--- src/rtl/weight_load_if.sv ---
// Stream-in / memory-write bundle of the weight load controller.
// The master side feeds the word stream and load request; the slave side
// (the controller) presents ready, the two memory write ports and status.
interface weight_load_if;
  logic        load;
  logic        in_valid;
  logic [15:0] in_data;
  logic        in_ready;
  logic [15:0] cnn_addr;
  logic [15:0] cnn_data;
  logic        cnn_we;
  logic [13:0] fc_addr;
  logic [15:0] fc_data;
  logic        fc_we;
  logic        busy;
  logic        finish_cnn;
  logic        finish_fc;
  logic        done;

  modport master (
    output load, in_valid, in_data,
    input  in_ready, cnn_addr, cnn_data, cnn_we, fc_addr, fc_data, fc_we,
           busy, finish_cnn, finish_fc, done
  );

  modport slave (
    input  load, in_valid, in_data,
    output in_ready, cnn_addr, cnn_data, cnn_we, fc_addr, fc_data, fc_we,
           busy, finish_cnn, finish_fc, done
  );
endinterface

--- src/rtl/weight_load_ctrl.sv ---
// Weight load controller: accepts a stream of 16-bit words and writes the
// first CNN_WORDS into the CNN weight memory, the next FC_WORDS into the FC
// weight memory, then reports completion. Writes lag the accepted beat by
// one cycle; status (ready/busy/done) is decoded directly from the state.
module weight_load_ctrl #(
  parameter int CNN_WORDS = 50704,
  parameter int FC_WORDS  = 11218
) (
  input  logic          clk,
  input  logic          rst,
  weight_load_if.slave  bus
);

  typedef enum logic [1:0] {
    IDLE     = 2'd0,
    LOAD_CNN = 2'd1,
    LOAD_FC  = 2'd2,
    DONE     = 2'd3
  } state_t;

  localparam logic [15:0] CNN_LAST = 16'(CNN_WORDS - 1);
  localparam logic [15:0] FC_LAST  = 16'(FC_WORDS - 1);

  state_t      state;
  state_t      state_nxt;
  logic [15:0] cnt;
  logic [15:0] cnt_nxt;

  logic        in_ready_c;
  logic        busy_c;
  logic        done_c;
  logic        beat;

  logic        cnn_we_p1;
  logic [15:0] cnn_addr_p1;
  logic [15:0] cnn_data_p1;
  logic        fc_we_p1;
  logic [13:0] fc_addr_p1;
  logic [15:0] fc_data_p1;
  logic        finish_cnn_p1;
  logic        finish_fc_p1;

  // State and word counter register; reset wins over everything.
  always_ff @(posedge clk) begin
    if (rst) begin
      state <= IDLE;
      cnt   <= '0;
    end else begin
      state <= state_nxt;
      cnt   <= cnt_nxt;
    end
  end

  // Next-state logic: load only starts a sequence from IDLE/DONE; beats
  // advance the counter and the last word of a phase rolls it back to 0.
  always_comb begin
    state_nxt = state;
    cnt_nxt   = cnt;
    case (state)
      IDLE, DONE: begin
        if (bus.load) begin
          state_nxt = LOAD_CNN;
          cnt_nxt   = '0;
        end
      end
      LOAD_CNN: begin
        if (bus.in_valid) begin
          if (cnt == CNN_LAST) begin
            state_nxt = LOAD_FC;
            cnt_nxt   = '0;
          end else begin
            cnt_nxt = cnt + 16'd1;
          end
        end
      end
      LOAD_FC: begin
        if (bus.in_valid) begin
          if (cnt == FC_LAST) begin
            state_nxt = DONE;
            cnt_nxt   = '0;
          end else begin
            cnt_nxt = cnt + 16'd1;
          end
        end
      end
      default: begin
        state_nxt = IDLE;
        cnt_nxt   = '0;
      end
    endcase
  end

  // Status outputs decoded from the current state only.
  always_comb begin
    in_ready_c = (state == LOAD_CNN) || (state == LOAD_FC);
    busy_c     = in_ready_c;
    done_c     = (state == DONE);
    beat       = in_ready_c && bus.in_valid;
  end

  // ---- stage p1: registered memory write ports and finish pulses ----
  // Enables and pulses default low each cycle; address/data hold their last
  // written values between beats.
  always_ff @(posedge clk) begin
    if (rst) begin
      cnn_we_p1     <= 1'b0;
      cnn_addr_p1   <= '0;
      cnn_data_p1   <= '0;
      fc_we_p1      <= 1'b0;
      fc_addr_p1    <= '0;
      fc_data_p1    <= '0;
      finish_cnn_p1 <= 1'b0;
      finish_fc_p1  <= 1'b0;
    end else begin
      cnn_we_p1     <= 1'b0;
      fc_we_p1      <= 1'b0;
      finish_cnn_p1 <= 1'b0;
      finish_fc_p1  <= 1'b0;
      if (beat && (state == LOAD_CNN)) begin
        cnn_we_p1     <= 1'b1;
        cnn_addr_p1   <= cnt;
        cnn_data_p1   <= bus.in_data;
        finish_cnn_p1 <= (cnt == CNN_LAST);
      end
      if (beat && (state == LOAD_FC)) begin
        fc_we_p1     <= 1'b1;
        fc_addr_p1   <= cnt[13:0];
        fc_data_p1   <= bus.in_data;
        finish_fc_p1 <= (cnt == FC_LAST);
      end
    end
  end

  assign bus.in_ready   = in_ready_c;
  assign bus.busy       = busy_c;
  assign bus.done       = done_c;
  assign bus.cnn_we     = cnn_we_p1;
  assign bus.cnn_addr   = cnn_addr_p1;
  assign bus.cnn_data   = cnn_data_p1;
  assign bus.fc_we      = fc_we_p1;
  assign bus.fc_addr    = fc_addr_p1;
  assign bus.fc_data    = fc_data_p1;
  assign bus.finish_cnn = finish_cnn_p1;
  assign bus.finish_fc  = finish_fc_p1;

endmodule

--- src/flat_wrapper.sv ---
// flat-port wrapper written by rule: the top's interface ports become plain ports
module weight_load_ctrl_flat 
#(
  parameter int CNN_WORDS = 50704,
  parameter int FC_WORDS  = 11218
)
  (clk, rst, bus_load, bus_in_valid, bus_in_data, bus_in_ready, bus_cnn_addr, bus_cnn_data, bus_cnn_we, bus_fc_addr, bus_fc_data, bus_fc_we, bus_busy, bus_finish_cnn, bus_finish_fc, bus_done);
  weight_load_if bus_i ();
  input  logic clk;
  input  logic rst;
  input wire logic [$bits(bus_i.load)-1:0] bus_load;
  input wire logic [$bits(bus_i.in_valid)-1:0] bus_in_valid;
  input wire logic [$bits(bus_i.in_data)-1:0] bus_in_data;
  output wire logic [$bits(bus_i.in_ready)-1:0] bus_in_ready;
  output wire logic [$bits(bus_i.cnn_addr)-1:0] bus_cnn_addr;
  output wire logic [$bits(bus_i.cnn_data)-1:0] bus_cnn_data;
  output wire logic [$bits(bus_i.cnn_we)-1:0] bus_cnn_we;
  output wire logic [$bits(bus_i.fc_addr)-1:0] bus_fc_addr;
  output wire logic [$bits(bus_i.fc_data)-1:0] bus_fc_data;
  output wire logic [$bits(bus_i.fc_we)-1:0] bus_fc_we;
  output wire logic [$bits(bus_i.busy)-1:0] bus_busy;
  output wire logic [$bits(bus_i.finish_cnn)-1:0] bus_finish_cnn;
  output wire logic [$bits(bus_i.finish_fc)-1:0] bus_finish_fc;
  output wire logic [$bits(bus_i.done)-1:0] bus_done;
  assign bus_i.load = bus_load;
  assign bus_i.in_valid = bus_in_valid;
  assign bus_i.in_data = bus_in_data;
  assign bus_in_ready = bus_i.in_ready;
  assign bus_cnn_addr = bus_i.cnn_addr;
  assign bus_cnn_data = bus_i.cnn_data;
  assign bus_cnn_we = bus_i.cnn_we;
  assign bus_fc_addr = bus_i.fc_addr;
  assign bus_fc_data = bus_i.fc_data;
  assign bus_fc_we = bus_i.fc_we;
  assign bus_busy = bus_i.busy;
  assign bus_finish_cnn = bus_i.finish_cnn;
  assign bus_finish_fc = bus_i.finish_fc;
  assign bus_done = bus_i.done;
  weight_load_ctrl #(.CNN_WORDS(CNN_WORDS), .FC_WORDS(FC_WORDS)) u_core (.clk(clk), .rst(rst), .bus(bus_i));
endmodule
--- config.mk ---
export PLATFORM = sky130hd
export DESIGN_NAME = weight_load_ctrl_flat
export DESIGN_NICKNAME = d
export VERILOG_FILES = /design/src/rtl/weight_load_if.sv /design/src/rtl/weight_load_ctrl.sv /design/src/flat_wrapper.sv
export SDC_FILE = /design/constraint.sdc
export NUM_CORES = 1
export LEC_CHECK = 0
export BUFFER_PORTS_ARGS = -buffer_cell sky130_fd_sc_hd__buf_2
export CAP_MARGIN = 20
export CORE_MARGIN = 2
export CORE_UTILIZATION = 54
export CTS_BUF_LIST = sky130_fd_sc_hd__clkbuf_4 sky130_fd_sc_hd__clkbuf_8 sky130_fd_sc_hd__clkbuf_16
export DETAILED_ROUTE_END_ITERATION = 10
export PLACE_DENSITY = 0.81
export SETUP_SLACK_MARGIN = 0.3
export SLEW_MARGIN = 25
export SYNTH_ARGS = -nofsm -noshare
export SYNTH_HDL_FRONTEND = slang
export SYNTH_SLANG_ARGS = --single-unit
--- constraint.sdc ---
create_clock -name clk -period 3.51 [get_ports clk]
set_input_delay 0.1755 -clock clk [delete_from_list [all_inputs] [get_ports clk]]
set_output_delay 0.1755 -clock clk [all_outputs]
set_load 0.005 [all_outputs]
==> reports/metrics.yaml, run 1 <==
die_x_um: 83.11
dr.first_iter.drc_count: 177
max-vdd-ir-drop_mv: 0.3589
total_power_mw: 2.068
reg2reg_to: "u_core.cnt[4]$_SDFFE_PP0P_"
ioPinCount: 89
coreArea_sq_um: 5991
port-buffer-count: 88
wl_um: 8143
p_switching_mw: 0.5968
cp_slowest_cell: "o21ai_1"
path_buf_inv: 2
post_synth.cell_area_avg_sq_um: 8.085
synthFlopType: "dfxtp_1"
tightest_slew_ps: 619.7
synth_edf_count: 0
fin_ws_ps: 1417
ant_nets: 0
max_stage_delay_ps: 460
vias: 3121
p_per_area_nw_per_um2: 517.4
initial_core_util_pct: 56.41
cts_tree: "built"
setup_violations: 0
yosys.area_share.adder_pct: 2.221
drv_slew: 0
cp.depth: 7
clkSinkCount: 84
synthCells: 418
numCtsBuffers: 9
ctsHoldBuffers: 0
crit_fanout: 8
rsz0062_at_grt: "false"
reg2reg_slack_ps: 1420
dr.pass1.iters: 4
crit_path_start: "u_core.state[0]$_SDFFE_PP0P_"
critPathTopFamily: "compound AO/OA/AOI/OAI gates"
min_path_type: "input port to flip-flop"
synth_top_family_by_area: "simple AND/OR/NAND/NOR gates"
die-area_sq_um: 6907
worstPathArrival_ps: 2390
cp-endpoint: "u_core.cnt[4]$_SDFFE_PP0P_"
rows: 28
grt_pass1_vias: 2934
place_ws_ps: 1435
synth.area.mux_share_pct: 0.6294
fin_crit_sh_pct: 59.63
clock_latency_ps: 350
grt_pass1_wl_um: 13650
dp_hpwl_um: 5529
antenna_found_initial: 0
slew_headroom_pct: 58.54
drive_above_1_share_pct: 23.43
p_comb_share_pct: 16.7
finalNetCount: 516
ys_seq_area_share_pct: 49.76
clockBufferDepth: 2
cp_cell_sequence: "inv_1, ha_1, inv_1, o21ai_1, nand2b_1, o21ai_0, a22o_1"
place_congestion: 0.8748
maxCapViolCount: 0
gr-total-overflow: 0
startpoint_type: "flip-flop"
cts_setup_buffers: 0
cts_resized: 0
layout_common_cells: "nand2_1, buf_2, dfxtp_1, a21oi_1, nor2_1"
cts_root_buf: "clkbuf_8"
crit_top_cell: "inv_1"
cp-end-kind: "flip-flop"
clk_pin_slew_ps: 90
crit_required_ps: 3810
area_growth_syn_to_layout_pct: 18.29
ys_warn_count: 0
total_leakage_power_nw: 1.643
skew_ps: 11.51
async_flop_share_pct: 0
worstSetupPathType: "flip-flop to flip-flop"
routedWlPerCell_um: 14.29
r2r_start: "u_core.state[0]$_SDFFE_PP0P_"
ys_types: 42
switching_share_pct: 28.85
synth-simple-area-share_pct: 25.88
synth_nets: 444
track_usage_pct: 24.14
ys_ff_latch: 84
reg2regPathDepth: 7
syn-cell-area_sq_um: 3379
outcome: "finished clean"
pwr-share-clk_pct: 34.0
grt_max_degree: 46
htree_levels: 3
seqPwrFrac_pct: 49.4
finalCriticalPeriod_ps: 2093
max_freq_ghz: 0.4778
tns_ps: 0
die_height_um: 83.11
diodes: 0
synth_xor_area_share_pct: 1.555
drcViolationCount: 0
mostFrequentLayoutCell: "nand2_1"
synth-compound-area-share_pct: 14.88
power.internal_mw: 1.472
hold_viol: 0
routed_via_density: 5.475
## worst min path at each step
stage	start	endpoint	slack, ps	depth (start not counted)
6_report	bus_in_data[5]	u_core.bus.cnn_data[5]$_SDFFE_PP0N_	60	3
5_1_grt	bus_in_data[2]	u_core.bus.fc_data[2]$_SDFFE_PP0P_	50	3
4_1_cts	bus_in_data[12]	u_core.bus.fc_data[12]$_SDFFE_PP0P_	40	3
3_5_place_dp	bus_in_data[12]	u_core.bus.fc_data[12]$_SDFFE_PP0P_	430	3
3_3_place_gp	bus_in_data[3]	u_core.bus.cnn_data[3]$_SDFFE_PP0N_	430	3
2_1_floorplan	bus_in_data[0]	u_core.bus.cnn_data[0]$_SDFFE_PP0N_	310	2
## cell families after synthesis
group,count (synthesis)
buf+inv,36
compound gates,90
flops,84
fa+ha+maj,6
simple gates,194
xor+xnor,6
mux,2
## state kept, by name, summed over array words and instances, names as in the netlist
name and count:
u_core.bus.cnn_data 16, u_core.cnt 16, u_core.state 2, u_core.bus.finish_fc 1
u_core.bus.cnn_addr 16, u_core.bus.fc_we 1, u_core.bus.finish_cnn 1, u_core.bus.fc_addr 14
u_core.bus.cnn_we 1, u_core.bus.fc_data 16
## power by group through the flow
stage	clock [mW]	combinational [mW]	sequential, mW
3_3_place_gp	0	0.335	1.04
2_1_floorplan	0	0.233	1.04
6_report	0.702	0.345	1.02
3_5_place_dp	0	0.344	1.04
5_1_grt	0.762	0.387	1.03
4_1_cts	0.713	0.348	1.02
## per-stage QoR
step	instance area [sq um]	util (%)	instances	hold WS (ps)
5_1_grt	3998	66.73	570	45.56
3_5_place_dp	3791	63.28	554	432.4
2_1_floorplan	3379	-	418	311.5
4_1_cts	3995	66.69	570	43.37
6_report	3998	66.73	570	56.63
3_3_place_gp	3790	63.26	554	429.1
## synth_stat cells (2+ instances only)
cell,instances,area [sq um]
and4bb_1,2,25.02
and4_1,3,26.28
a31oi_1,7,43.79
buf_4,2,15.01
xnor2_1,3,26.28
nand2_1,138,518.0
nand3_1,8,40.04
buf_1,5,18.77
a22o_1,3,26.28
xor2_1,3,26.28
o21ai_0,3,15.01
nand4_1,3,18.77
ha_1,6,75.07
nor3_1,5,25.02
inv_1,6,22.52
o32ai_1,2,17.52
clkbuf_1,15,56.30
a21o_1,2,15.01
buf_6,3,33.78
nor4_1,2,12.51
nor2_1,16,60.06
buf_2,5,25.02
dfxtp_1,84,1682
nand2b_1,3,18.77
nor2b_1,3,18.77
and2_1,3,18.77
a21oi_1,68,340.3
## cell type report
| cell class | instances | area, sq um |
|---|---|---|
| clock inverters | 5 | 58.81 |
| flip-flops and latches | 84 | 1682 |
| well taps | 75 | 93.84 |
| multi-input cells | 298 | 1533 |
| inverters | 6 | 22.52 |
| fillers | 528 | 1993 |
| repair buffers | 91 | 462.9 |
| clock buffers | 11 | 145.1 |
## routing by layer
| metal | vias up | global-route usage, % | share of wire (%) |
|---|---|---|---|
| met5 | - | 0 | 0 |
| met2 | 105 | 37.98 | 48 |
| met3 | 16 | 4.771 | 5.2 |
| li1 | 1537 | - | - |
| met4 | 0 | 11.33 | 2.0 |
| met1 | 1463 | 32.02 | 45 |
## tightest hold or removal path, cell delays in order
cell and delay [ps]:
buf_2 100, nand2_1 50, a21oi_1 50
(Power assumes the default switching activity.)
==> run 2: changes to the inputs <==
ABC_AREA = 1   (was unset)
CORE_UTILIZATION = 52   (was 54)
PLACE_DENSITY = 0.79   (was 0.81)
clock period = 2.2 ns   (was 3.51 ns; I/O delays follow)
==> reports/metrics.yaml, run 2 <==
clk_pin_slew_ps: 80  # about the same
post_synth.cell_area_avg_sq_um: 7.527  # -6.9%
rsz0062_at_grt: "false"
skew_ps: 12.82  # +1.305 ps
coreArea_sq_um: 6314  # +5.4%
p_switching_mw: 1.458  # +140%
setup_violations: 0  # unchanged
p_comb_share_pct: 30.5  # +14 points
gr-total-overflow: 0  # unchanged
syn-cell-area_sq_um: 3395  # +0.44%
synth_most_common_cell: "nor2_1"
ioPinCount: 89  # unchanged
power.internal_mw: 2.926  # +99%
initial_core_util_pct: 53.77  # -2.6 points
ys_seq_area_share_pct: 49.54  # -0.22 points
track_usage_pct: 23.93  # -0.21 points
worstPathArrival_ps: 1990  # -400 ps
grt_pass1_wl_um: 13810  # +1.2%
outcome: "finished clean"
clkSinkCount: 84  # unchanged
numCtsBuffers: 9  # unchanged
dr.first_iter.drc_count: 170  # -4.0%
synthFlopType: "dfxtp_1"
diodes: 0  # unchanged
ant_nets: 0  # unchanged
synth_edf_count: 0  # unchanged
routed_via_density: 5.231  # -4.5%
clock_latency_ps: 350  # about the same
total_power_mw: 4.384  # +110%
htree_levels: 3  # unchanged
cp-end-kind: "flip-flop"
ys_types: 27  # -36%
dp_hpwl_um: 5924  # +7.1%
hold_viol: 0  # unchanged
min_path_type: "input port to flip-flop"
cts_tree: "built"
p_per_area_nw_per_um2: 1025  # +98%
port-buffer-count: 88  # unchanged
clockBufferDepth: 2  # unchanged
die-area_sq_um: 7190  # +4.1%
ys_warn_count: 0  # unchanged
drv_slew: 0  # unchanged
grt_max_degree: 37  # -20%
ys_ff_latch: 84  # unchanged
die_x_um: 84.80  # +2.0%
tightest_slew_ps: 546.8  # -72.92 ps
total_leakage_power_nw: 1.964  # +20%
layout_common_cells: "nor2_1, buf_2, dfxtp_1, o21ai_0, nand2_1"
cts_root_buf: "clkbuf_8"
drive_above_1_share_pct: 23.55  # +0.12 points
dr.pass1.iters: 5  # +1
fin_crit_sh_pct: 79.91  # +20 points
die_height_um: 84.80  # +2.0%
seqPwrFrac_pct: 42.2  # -7.2 points
startpoint_type: "flip-flop"
worstSetupPathType: "flip-flop to flip-flop"
pwr-share-clk_pct: 27.3  # -6.7 points
synth_top_area_share_pct: 49.54  # -0.22 points
finalCriticalPeriod_ps: 1758  # -334.8 ps
crit_fanout: 6  # -2
synth_nets: 477  # +7.4%
synth_area_leaders: "dfxtp_1, nor2_1, o21ai_0"
grt_pass1_vias: 2919  # -0.51%
vias: 3290  # +5.4%
synthCells: 451  # +7.9%
synthTopCellsByCount: "nor2_1, dfxtp_1, o21ai_0"
antenna_found_initial: 0  # unchanged
mostFrequentLayoutCell: "nor2_1"
place_ws_ps: 368.0  # -1067 ps
max_freq_ghz: 0.5688  # +19%
drcViolationCount: 0  # unchanged
maxCapViolCount: 0  # unchanged
tns_ps: 0  # unchanged
crit_required_ps: 2430  # -1380 ps
rows: 29  # +3.6%
async_flop_share_pct: 0  # unchanged
routedWlPerCell_um: 13.50  # -5.5%
finalNetCount: 573  # +11%
fin_ws_ps: 441.9  # -975.2 ps
switching_share_pct: 33.25  # +4.4 points
max-vdd-ir-drop_mv: 0.5743  # +60%
wl_um: 8491  # +4.3%
slew_headroom_pct: 63.50  # +5.0 points
place_congestion: 0.9161  # +4.7%
synth_top_cell_by_area: "dfxtp_1"
area_growth_syn_to_layout_pct: 25.95
-- run 2: cell count changes after synthesis, moves of 4 or more --
cell      delta
a21oi_1     -30
a31oi_1      -6
clkbuf_1     -4
inv_1       +24
inv_2        +4
nand2_1     -89
nand3_1      +7
nor2_1      +87
nor3_1       +5
o21ai_0     +62
-- run 2: logic make-up after synthesis --
group | count (synthesis) | share of synthesized area, %
AND/OR/NAND/NOR | 195 | 24.77
flip-flops | 84 | 49.54
XOR/XNOR | 3 | 0.7742
AO/OA/AOI/OAI | 106 | 15.89
buffers and inverters | 57 | 6.819
adder cells (fa/ha/maj) | 6 | 2.212
-- run 2: per-stage QoR --
stage	utilization [%]	hold slack [ps]	cells	area, sq um
3_3_place_gp	61.63	352.4	599	3891
3_5_place_dp	61.63	355.0	599	3891
6_report	67.72	19.47	629	4275
4_1_cts	67.00	1.704	627	4230
2_1_floorplan	-	189.3	451	3395
5_1_grt	67.72	32.69	629	4275
-- run 2: final cells by class --
type,count,area [sq um]
timing repair buffer,108,633.1
clock buffer,10,131.4
inverter,34,127.6
tap,77,96.34
clock inverter,6,87.58
sequential,84,1682
multi-input combinational,310,1518
fill,550,2038
-- run 2: critical path, stage by stage (launching register included) --
cell and delay, ps:
dfxtp_1 390, inv_1 110, ha_4 310, inv_1 110, o22ai_4 270, buf_4 160
nor2_1 40, nand2_1 70, xor2_1 150, nor2_1 50
-- run 2: power groups by stage --
stage | Clock [mW] | Sequential (mW) | Combinational [mW]
4_1_cts | 1.22 | 1.84 | 1.23
5_1_grt | 1.28 | 1.88 | 1.49
2_1_floorplan | 0 | 1.89 | 0.752
6_report | 1.20 | 1.85 | 1.34
3_5_place_dp | 0 | 1.88 | 1.21
3_3_place_gp | 0 | 1.87 | 1.16
-- run 2: metal layers --
metal,routed length [um],part of all wire (%),global-route usage [%]
met1,3527,42,29.96
met2,4135,49,39.30
met3,658,7.7,4.621
met4,170,2.0,12.12
met5,0,0,0
-- run 2: what timing repair did --
item,4_1_cts,5_1_grt
setup endpoints to repair,0,12
buffers inserted,0,2
hold buffers,12,0
resized for setup,0,5
hold endpoints to repair,12,0
-- run 2: final timing paths --
check                                      start                                   to  slack (ps)  depth (start not counted)
min reg2reg  u_core.bus.fc_data[15]$_SDFFE_PP0P_  u_core.bus.fc_data[15]$_SDFFE_PP0P_         480                          2
max reg2reg         u_core.state[0]$_SDFFE_PP0P_          u_core.cnt[15]$_SDFFE_PP0P_         440                          9
max                 u_core.state[0]$_SDFFE_PP0P_          u_core.cnt[15]$_SDFFE_PP0P_         440                          9
min                               bus_in_data[4]  u_core.bus.cnn_data[4]$_SDFFE_PP0N_          20                          3
==> run 3: changes to the inputs <==
ABC_AREA = 0   (was 1)
CORE_UTILIZATION = 47   (was 52)
PLACE_DENSITY = 0.75   (was 0.79)
clock period = 1.42 ns   (was 2.2 ns; I/O delays follow)
==> reports/metrics.yaml, run 3 (synthesis gave the netlist of run 1 again) <==
outcome: "complete, but fails checks"
violations: "hold timing, setup timing"
min_path_type: "input port to flip-flop"
fin_crit_sh_pct: 139.4  # +59 points
cts_root_buf: "clkbuf_8"
crit_required_ps: 1700  # -730 ps
grt_max_degree: 60  # +62%
die_height_um: 88.80  # +4.7%
vias: 4789  # +46%
track_usage_pct: 41.90  # +18 points
rsz0062_at_grt: "true"
die_x_um: 88.80  # +4.7%
ctsHoldBuffers: 16  # +4
dr.first_iter.drc_count: 587  # +250%
final_core_util_pct: 92.40  # +25 points
die-area_sq_um: 7885  # +9.7%
multi_input_area_sq_um: 2409  # +59%
rows: 30  # +3.4%
cp-end-kind: "flip-flop"
drive_above_1_share_pct: 64.01  # +40 points
grt_pass1_wl_um: 24020  # +74%
wl_met2_um: 9418  # +130%
p_per_area_nw_per_um2: 1180  # +15%
drv_slew: 0  # unchanged
antenna_found_initial: 3  # +3
ioPinCount: 89  # unchanged
dr.pass1.iters: 10  # +5
hold_viol: 1  # +1
numCtsBuffers: 9  # unchanged
crit_fanout: 8  # +2
mostFrequentLayoutCell: "buf_2"
maxCapViolCount: 0  # unchanged
cp_slowest_cell: "dfxtp_4"
wl_um: 20720  # +140%
top_layer: "met5"
grt_pass1_vias: 4336  # +49%
fin_ws_ps: -559.6  # -1001 ps
total_power_mw: 7.493  # +71%
worstPathArrival_ps: 2260  # +270 ps
regArea_sq_um: 1697  # +0.89%
tightest_slew_ps: 817.1  # +270.3 ps
setup_violations: 85  # +85
layout_common_cells: "buf_2, dfxtp_1, buf_4, nand2_1, nand2_2"
routedWlPerCell_um: 29.14  # +120%
startpoint_type: "flip-flop"
ant_nets: 0  # unchanged
routed_via_density: 6.736  # +29%
skew_ps: 30.68  # +17.87 ps
cp_cell_sequence: "inv_4, ha_4, inv_4, buf_6, buf_6, nand3_4, buf_16, nand2_1, a21oi_1"
drt-met1-wl_um: 6216  # +76%
initial_core_util_pct: 49.20  # -4.6 points
port-buffer-count: 88  # unchanged
met3WireLength_um: 2658  # +300%
clk_pin_slew_ps: 120  # +40 ps
fillerInstances: 213  # -61%
area_growth_syn_to_layout_pct: 87.82
max_stage_delay_ps: 410  # +20 ps
htree_levels: 3  # unchanged
timing.hold.ws_ps: -35.43  # -54.90 ps
finalNetCount: 635  # +11%
place_congestion: 0.9199  # +0.41%
cts_tree: "built"
gr-total-overflow: 0  # unchanged
worstSetupPathType: "flip-flop to flip-flop"
drcViolationCount: 0  # unchanged
total_leakage_power_nw: 2.883  # +47%
clock_latency_ps: 410  # +60 ps
slew_headroom_pct: 45.52  # -18 points
dp_hpwl_um: 6207  # +4.8%
max_freq_ghz: 0.5052  # -11%
max-vdd-ir-drop_mv: 1.125  # +96%
clockBufferDepth: 2  # unchanged
finalCriticalPeriod_ps: 1980  # +221.5 ps
coreArea_sq_um: 6869  # +8.8%
clkSinkCount: 84  # unchanged
run 3: cell types whose count changed in the layout (fill, tap and decap cells not counted), moves of 10 or more:
cell / delta
a21oi_1: -12
a21oi_2: +41
buf_16: +12
buf_4: +51
buf_6: +28
inv_1: -28
nand2_2: +45
nand2_4: +39
nand3_1: -10
nor2_1: -92
o21ai_0: -64
run 3: what timing repair did:
| item | in CTS | in global routing |
|---|---|---|
| cloned | 13 | 1 |
| setup buffers | 23 | 16 |
| gates resized for setup | 166 | 93 |
| endpoints found under the setup margin | 86 | 88 |
| pin swaps | 84 | 35 |
| endpoints found under the hold margin | 33 | 1 |
run 3: worst paths after layout:
check	from	to	slack (ps)	depth (start not counted)
worst max-delay path	u_core.state[0]$_SDFFE_PP0P_	u_core.bus.cnn_data[7]$_SDFFE_PP0N_	-560	9
worst min-delay path	rst	u_core.bus.cnn_we$_SDFF_PP0_	-40	2
worst max register to register	u_core.state[0]$_SDFFE_PP0P_	u_core.bus.cnn_data[7]$_SDFFE_PP0N_	-560	9
worst min register to register	u_core.bus.fc_data[4]$_SDFFE_PP0P_	u_core.bus.fc_data[4]$_SDFFE_PP0P_	470	2
run 3: layout make-up:
class / count / area share, %
multi-input cells: 298 / 37.95
flip-flops and latches: 84 / 26.73
clock buffers: 10 / 2.070
repair buffers: 210 / 29.73
inverters: 6 / 0.4731
diodes: 1 / 0.03942
clock inverters: 6 / 1.124
well taps: 96 / 1.892
run 3: report_power, final:
group | total (mW) | switching, mW | internal (mW)
sequential | 2.60 | 0.134 | 2.47
clock | 1.96 | 1.11 | 0.855
combinational | 2.93 | 1.48 | 1.45
run 3: per-layer routing:
metal	global-route usage (%)	vias up
met5	0	-
met4	34.71	2
met3	15.86	255
met2	66.69	509
met1	43.66	2228
li1	-	1795
run 3: critical path: cells and delay by family (launching register included):
| family | cells | cell delay [ps] |
|---|---|---|
| AOI/OAI and AO/OA | 1 | 360 |
| adders and majority gates | 1 | 320 |
| buffers and inverters | 5 | 520 |
| DFF | 1 | 410 |
| and+or+nand+nor | 2 | 240 |
run 3: stage by stage:
stage / hold WS, ps / worst slack (ps) / area [sq um] / cells / setup TNS [ps]
3_3_place_gp: 323.8 / -256.4 / 4357 / 625 / -3131
4_1_cts: -61.41 / -270.1 / 5839 / 693 / -10320
5_1_grt: -10.01 / -681.4 / 6345 / 710 / -29020
3_5_place_dp: 325.9 / -310.2 / 4357 / 625 / -3667
2_1_floorplan: 207.0 / -203.3 / 3572 / 418 / -1601
6_report: -35.43 / -559.6 / 6347 / 711 / -26830
